File: config.mk
export PLATFORM = sky130hd
export DESIGN_NAME = order_link_tx
export DESIGN_NICKNAME = d
export VERILOG_FILES = /design/src/rtl/order_link_tx_pkg.sv /design/src/rtl/order_fifo.sv /design/src/rtl/order_link_tx.sv
export SDC_FILE = /design/constraint.sdc
export NUM_CORES = 1
export LEC_CHECK = 0
export CAP_MARGIN = 15
export CORE_UTILIZATION = 38
export CTS_BUF_LIST = sky130_fd_sc_hd__clkbuf_4 sky130_fd_sc_hd__clkbuf_8
export CTS_CLUSTER_SIZE = 25
export DETAILED_ROUTE_END_ITERATION = 10
export SETUP_SLACK_MARGIN = 0.1
export SYNTH_ARGS = -nofsm -noshare
export SYNTH_HDL_FRONTEND = slang
export SYNTH_SLANG_ARGS = --single-unit
File: constraint.sdc
create_clock -name clk -period 2.9 [get_ports clk]
set_input_delay 0.29 -clock clk [delete_from_list [all_inputs] [get_ports clk]]
set_output_delay 0.29 -clock clk [all_outputs]
set_load 0.02 [all_outputs]
File: src/rtl/order_link_tx_pkg.sv
// Shared definitions for the order exchange link (transmitter and receiver).
//   - tx_state_e : transmitter FSM state encoding
//   - LINK_*     : default link timing, common to both ends of the link
//   - level_w    : width of a FIFO occupancy count for a given depth
//   - cnt_w      : width of a 0..n-1 counter, never narrower than one bit
package order_link_tx_pkg;

    typedef enum logic [1:0] {
        IDLE   = 2'd0,
        SHIFT  = 2'd1,
        PARITY = 2'd2,
        GAP    = 2'd3
    } tx_state_e;

    localparam int unsigned LINK_BIT_CYCLES = 3;
    localparam int unsigned LINK_GAP_CYCLES = 2;

    function automatic int unsigned level_w(input int unsigned depth);
        return $clog2(depth + 1);
    endfunction

    function automatic int unsigned cnt_w(input int unsigned n);
        return (n > 1) ? $clog2(n) : 1;
    endfunction

endpackage

File: src/rtl/order_fifo.sv
// Synchronous first-word-fall-through FIFO for queued order words.
// Ports:
//   clk, rst_n : clock, asynchronous active-low reset
//   push, din  : write request and data (ignored while full)
//   pop, dout  : read request (ignored while empty) and head-of-queue word
//   level      : number of stored words
//   full/empty : occupancy flags derived from level
module order_fifo
    import order_link_tx_pkg::*;
#(
    parameter int unsigned DATA_W = 32,
    parameter int unsigned DEPTH  = 4
) (
    input  logic                        clk,
    input  logic                        rst_n,
    input  logic                        push,
    input  logic                        pop,
    input  logic [DATA_W-1:0]           din,
    output logic [DATA_W-1:0]           dout,
    output logic [level_w(DEPTH)-1:0]   level,
    output logic                        full,
    output logic                        empty
);

    localparam int unsigned AW = $clog2(DEPTH);
    localparam int unsigned LW = level_w(DEPTH);

    logic [DATA_W-1:0] mem [DEPTH];
    logic [AW-1:0]     wr_ptr;
    logic [AW-1:0]     rd_ptr;
    logic              do_push;
    logic              do_pop;

    // A push while full is refused even if a pop frees a slot on the same edge.
    assign do_push = push & ~full;
    assign do_pop  = pop & ~empty;

    assign full  = (level == LW'(DEPTH));
    assign empty = (level == '0);
    assign dout  = mem[rd_ptr];

    // Pointers and occupancy; power-of-two depth lets the pointers wrap naturally.
    always_ff @(posedge clk or negedge rst_n) begin
        if (!rst_n) begin
            wr_ptr <= '0;
            rd_ptr <= '0;
            level  <= '0;
        end else begin
            if (do_push) wr_ptr <= wr_ptr + AW'(1);
            if (do_pop)  rd_ptr <= rd_ptr + AW'(1);
            level <= level + LW'(do_push) - LW'(do_pop);
        end
    end

    // Storage array, no reset needed.
    always_ff @(posedge clk) begin
        if (do_push) mem[wr_ptr] <= din;
    end

endmodule

File: src/rtl/order_link_tx.sv
// Serial order transmitter: queues pushed order words and sends each one
// MSB-first on data_out, framed by en_out, with optional even parity and a
// minimum low gap on en_out between frames.
// Ports:
//   clk, CPU_RESETN        : clock, asynchronous active-low reset
//   order_in/valid/ready   : push port into the order queue
//   ovf_clr                : clears the sticky overflow flag
//   data_out, en_out       : registered serial data and frame enable
//   busy                   : frame active or words queued
//   level                  : queued words, excluding the one in flight
//   overflow               : sticky, a push was dropped because the queue was full
module order_link_tx
    import order_link_tx_pkg::*;
#(
    parameter int unsigned DATA_W     = 32,
    parameter int unsigned DEPTH      = 4,
    parameter int unsigned BIT_CYCLES = LINK_BIT_CYCLES,
    parameter int unsigned GAP_CYCLES = LINK_GAP_CYCLES,
    parameter int unsigned PARITY_EN  = 0
) (
    input  logic                        clk,
    input  logic                        CPU_RESETN,
    input  logic [DATA_W-1:0]           order_in,
    input  logic                        order_valid,
    output logic                        order_ready,
    input  logic                        ovf_clr,
    output logic                        data_out,
    output logic                        en_out,
    output logic                        busy,
    output logic [level_w(DEPTH)-1:0]   level,
    output logic                        overflow
);

    localparam int unsigned BW = cnt_w(DATA_W);
    localparam int unsigned PW = cnt_w(BIT_CYCLES);
    localparam int unsigned GW = cnt_w(GAP_CYCLES);
    // The IDLE cycle before the next pop is itself a low cycle, so GAP lasts one less.
    localparam int unsigned GAP_LAST = (GAP_CYCLES > 1) ? GAP_CYCLES - 2 : 0;

    tx_state_e         state, state_nxt;
    logic [BW-1:0]     bit_cnt, bit_nxt;
    logic [PW-1:0]     per_cnt, per_nxt;
    logic [GW-1:0]     gap_cnt, gap_nxt;
    logic [DATA_W-1:0] sh_reg, sh_nxt;
    logic              par_bit, par_nxt;
    logic              data_nxt, en_nxt;
    logic              pop_c, push_c, drop_c, frame_done;
    logic              per_last, bit_last;
    logic              fifo_full, fifo_empty;
    logic [DATA_W-1:0] fifo_dout;

    assign order_ready = ~fifo_full;
    assign push_c      = order_valid & order_ready;
    assign drop_c      = order_valid & ~order_ready;
    assign busy        = (state != IDLE) | (level != '0);
    assign per_last    = (per_cnt == PW'(BIT_CYCLES - 1));
    assign bit_last    = (bit_cnt == BW'(DATA_W - 1));

    order_fifo #(
        .DATA_W (DATA_W),
        .DEPTH  (DEPTH)
    ) u_fifo (
        .clk   (clk),
        .rst_n (CPU_RESETN),
        .push  (push_c),
        .pop   (pop_c),
        .din   (order_in),
        .dout  (fifo_dout),
        .level (level),
        .full  (fifo_full),
        .empty (fifo_empty)
    );

    // State, counters and registered line outputs.
    always_ff @(posedge clk or negedge CPU_RESETN) begin
        if (!CPU_RESETN) begin
            state    <= IDLE;
            bit_cnt  <= '0;
            per_cnt  <= '0;
            gap_cnt  <= '0;
            sh_reg   <= '0;
            par_bit  <= 1'b0;
            data_out <= 1'b0;
            en_out   <= 1'b0;
        end else begin
            state    <= state_nxt;
            bit_cnt  <= bit_nxt;
            per_cnt  <= per_nxt;
            gap_cnt  <= gap_nxt;
            sh_reg   <= sh_nxt;
            par_bit  <= par_nxt;
            data_out <= data_nxt;
            en_out   <= en_nxt;
        end
    end

    // Sticky overflow: a drop on the same edge as a clear wins.
    always_ff @(posedge clk or negedge CPU_RESETN) begin
        if (!CPU_RESETN)  overflow <= 1'b0;
        else if (drop_c)  overflow <= 1'b1;
        else if (ovf_clr) overflow <= 1'b0;
    end

    // Next-state and next-output logic.
    always_comb begin
        state_nxt  = state;
        bit_nxt    = bit_cnt;
        per_nxt    = per_cnt;
        gap_nxt    = gap_cnt;
        sh_nxt     = sh_reg;
        par_nxt    = par_bit;
        data_nxt   = data_out;
        en_nxt     = en_out;
        pop_c      = 1'b0;
        frame_done = 1'b0;

        unique case (state)
            IDLE: begin
                if (!fifo_empty) begin
                    pop_c     = 1'b1;
                    sh_nxt    = fifo_dout;
                    // Parity taken at load since the shift register discards bits.
                    par_nxt   = ^fifo_dout;
                    data_nxt  = fifo_dout[DATA_W-1];
                    en_nxt    = 1'b1;
                    bit_nxt   = '0;
                    per_nxt   = '0;
                    state_nxt = SHIFT;
                end
            end
            SHIFT: begin
                if (per_last) begin
                    per_nxt = '0;
                    if (bit_last) begin
                        if (PARITY_EN != 0) begin
                            state_nxt = PARITY;
                            data_nxt  = par_bit;
                        end else begin
                            frame_done = 1'b1;
                        end
                    end else begin
                        bit_nxt  = bit_cnt + BW'(1);
                        sh_nxt   = {sh_reg[DATA_W-2:0], 1'b0};
                        data_nxt = sh_reg[DATA_W-2];
                    end
                end else begin
                    per_nxt = per_cnt + PW'(1);
                end
            end
            PARITY: begin
                if (per_last) begin
                    per_nxt    = '0;
                    frame_done = 1'b1;
                end else begin
                    per_nxt = per_cnt + PW'(1);
                end
            end
            GAP: begin
                if (gap_cnt == GW'(GAP_LAST)) state_nxt = IDLE;
                else                          gap_nxt   = gap_cnt + GW'(1);
            end
            default: state_nxt = IDLE;
        endcase

        // Common end-of-frame: drop the lines and start the inter-frame gap.
        if (frame_done) begin
            en_nxt    = 1'b0;
            data_nxt  = 1'b0;
            gap_nxt   = '0;
            state_nxt = (GAP_CYCLES > 1) ? GAP : IDLE;
        end
    end

endmodule

==> flow_summary.yaml <==
floorplan:
  coreArea_um2: 18210
  start_util_pct: 39.35
  die_y_um: 139.3
  dieArea_um2: 19410
  rows: 49
  ios: 44
  die_x_um: 139.3
layout:
  final_layout_size_suffix_gt1_share_pct: 15.71
  layout.nets: 578
  finish.utilization_pct: 45.50
  area_growth_pct: 15.63
  n_antenna_cell: 0
  largest_reg_flops: 128
  design_area_um2: 8284
clock_tree:
  root_buffer: "clkbuf_8"
  numCtsBuffers: 17
  clockBufferDepth: 2
  clkTransAtPathRegs_ns: 0.09
  cts.sinks: 178
  clk-insertion-delay-late_ns: 0.44
  cts_resized: 0
  cts_tree: "done"
  h-tree-depth: 4
synth:
  synth-seq-cells: 178
  synth_edf_count: 128
  syn_inst: 476
  yosysWarningCount: 0
  avgSynthCellArea_um2: 15.05
  seq_area_frac_synth_pct: 71.11
  netlist_area_um2: 7164
  synthArstFlopShare_pct: 28.09
  synth_nets: 526
  ys_types: 35
  ys.flop_type: "edfxtp_1"
power:
  leakage_uw: 0.002912
  intPower_uw: 4251
  p_per_area_nw_per_um2: 684.6
  seqPwrFrac_pct: 58.2
  p_switching_uw: 1421
  clockPowerShare_pct: 29.1
  switching_share_pct: 25.05
  comb_power_share_pct: 12.7
  peakVddDrop_mv: 0.2483
setup_path:
  worstSetupPathDepth: 5
  path_max_fanout: 7
  startpoint: "state[0]"
  cp.arrival_ns: 2.29
  slowest_delay_ns: 0.56
  critPathLaunchType: "register"
  crit_buf_inv: 3
  cp-end-kind: "primary output"
  r2r_setup_slack_ns: 0.71
  r2r-end: "sh_reg[6]"
  crit_chain: "inv_1 > ha_1 > nor4b_4 > inv_2 > clkdlybuf4s50_1"
  endpoint: "busy"
  worst-setup-path-type: "register to primary output"
  critPathTopFamily: "buffers and inverters"
  r2r_start: "bit_cnt[0]"
  cp.required_ns: 2.61
  reg2regPathDepth: 8
  critical_path.slowest_cell: "clkdlybuf4s50_1"
global_route:
  grt_overflow: 0
  grt_pass1_vias: 4137
  antenna_found_initial: 0
  grt_pass1_wl_mm: 21.51
  grt_max_degree: 68
  grt_usage_pct: 14.46
sta:
  setup_viol_count_final: 0
  clock_skew_ns: 0.009745
  tightest_slew_ns: 0.6764
  hold_slack_ns: 0.3395
  rsz0062_at_grt: "false"
  fmax_mhz: 387.5
  finalHoldViolations: 0
  tns_ns: 0
  period_needed_ns: 2.581
  period_share_pct: 88.99
  drv_slew: 0
  relSlewSlack_pct: 54.91
status:
  outcome: "finished, final reports clean"
place:
  placed_cell_area_um2: 7870
  hpwl_mm: 7.464
  gp_congestion: 0.7521
  port_buffers: 43
detailed_routing:
  wire_per_inst_um: 16.81
  drc_errors: 0
  postRouteAntennaNets: 0
  drt-total-wl_mm: 12.95
  vias: 3914
  vias_per_cell: 5.083
  drt_iter0_markers: 305
  dr.pass1.iters: 4
hold_path:
  min_path_type: "primary input to asynchronous set/reset pin"
run:
  drv_cap: 0
-- power by group through the flow --
stage / logic [µW] / registers [µW] / clock network, µW
floorplan: 366 / 3370 / 0
global placement: 724 / 3340 / 0
detailed placement: 738 / 3360 / 0
CTS: 742 / 3300 / 1700
global route: 797 / 3340 / 1810
finish: 720 / 3300 / 1650
-- cell type report --
class,instances,area (µm²)
Clock buffer,23,310.3
Clock inverter,9,93.84
Fill cell,1592,9925
Inverter,14,52.55
Multi-Input combinational cell,259,1892
Sequential cell,178,5096
Tap cell,229,286.5
Timing Repair Buffer,58,553.0
-- placed cells by master (no fill, tap or decap), drive strengths merged, types with 5 or more instances in the layout --
master and n:
ha 13, inv 16, o21ai 12, mux2 33
clkbuf 23, edfxtp 128, dfrtp 50, clkdlybuf4s50 42
mux2i 33, nor2 69, and3 5, a21oi 36
buf 15, a221oi 31
-- Yosys cell counts, types with 2 or more instances --
cell	instances	area share, %
nand2_1	2	0.10
buf_6	3	0.47
edfxtp_1	128	54
o21ai_0	12	0.84
mux2_2	33	5.2
xor2_1	2	0.24
buf_2	10	0.70
inv_1	13	0.68
nor2_1	69	3.6
dfrtp_1	50	17
a21oi_1	36	2.5
mux2i_1	33	4.6
nand2b_1	2	0.17
a221oi_1	31	3.8
ha_1	13	2.3
clkbuf_1	11	0.58
xnor2_1	3	0.37
nand3_1	4	0.28
and3_1	5	0.44
-- what timing repair did --
item | CTS | global route
buffers inserted | 0 | 0
hold buffers | 1 | 0
endpoints found under the hold margin | 17 | 0
-- cells by family after synthesis --
logic type,count (synthesis),share of synthesized area (%)
buf+inv,39,2.532
xor+xnor,5,0.6114
mux,66,9.798
flops,178,71.11
fa+ha+maj,14,2.550
compound gates,84,7.684
simple gates,90,5.711
-- per-layer routing --
layer / global-route usage, % / up-vias / wire length (µm)
li1: - / 1884 / -
met4: 4.152 / 0 / 112
met1: 19.28 / 1954 / 5911
met2: 23.22 / 68 / 6404
met3: 3.889 / 8 / 517
met5: 0 / - / 0
-- through the flow --
stage	setup WS (ns)	instances	total power (µW)
floorplan	0.7338	476	3733
global placement	0.7787	737	4063
detailed placement	0.7317	737	4098
CTS	0.2882	770	5745
global route	0.1148	770	5943
finish	0.3192	770	5672
-- worst min-delay path by stage --
stage	from	end	slack, ns
4_1_cts	CPU_RESETN	sh_reg[19]	0.33
6_report	CPU_RESETN	sh_reg[19]	0.34
2_1_floorplan	CPU_RESETN	bit_cnt[0]	-0.006
3_5_place_dp	CPU_RESETN	sh_reg[26]	0.28
5_1_grt	CPU_RESETN	sh_reg[19]	0.35
3_3_place_gp	CPU_RESETN	sh_reg[26]	0.27
Power figures use the tool's default switching activity.
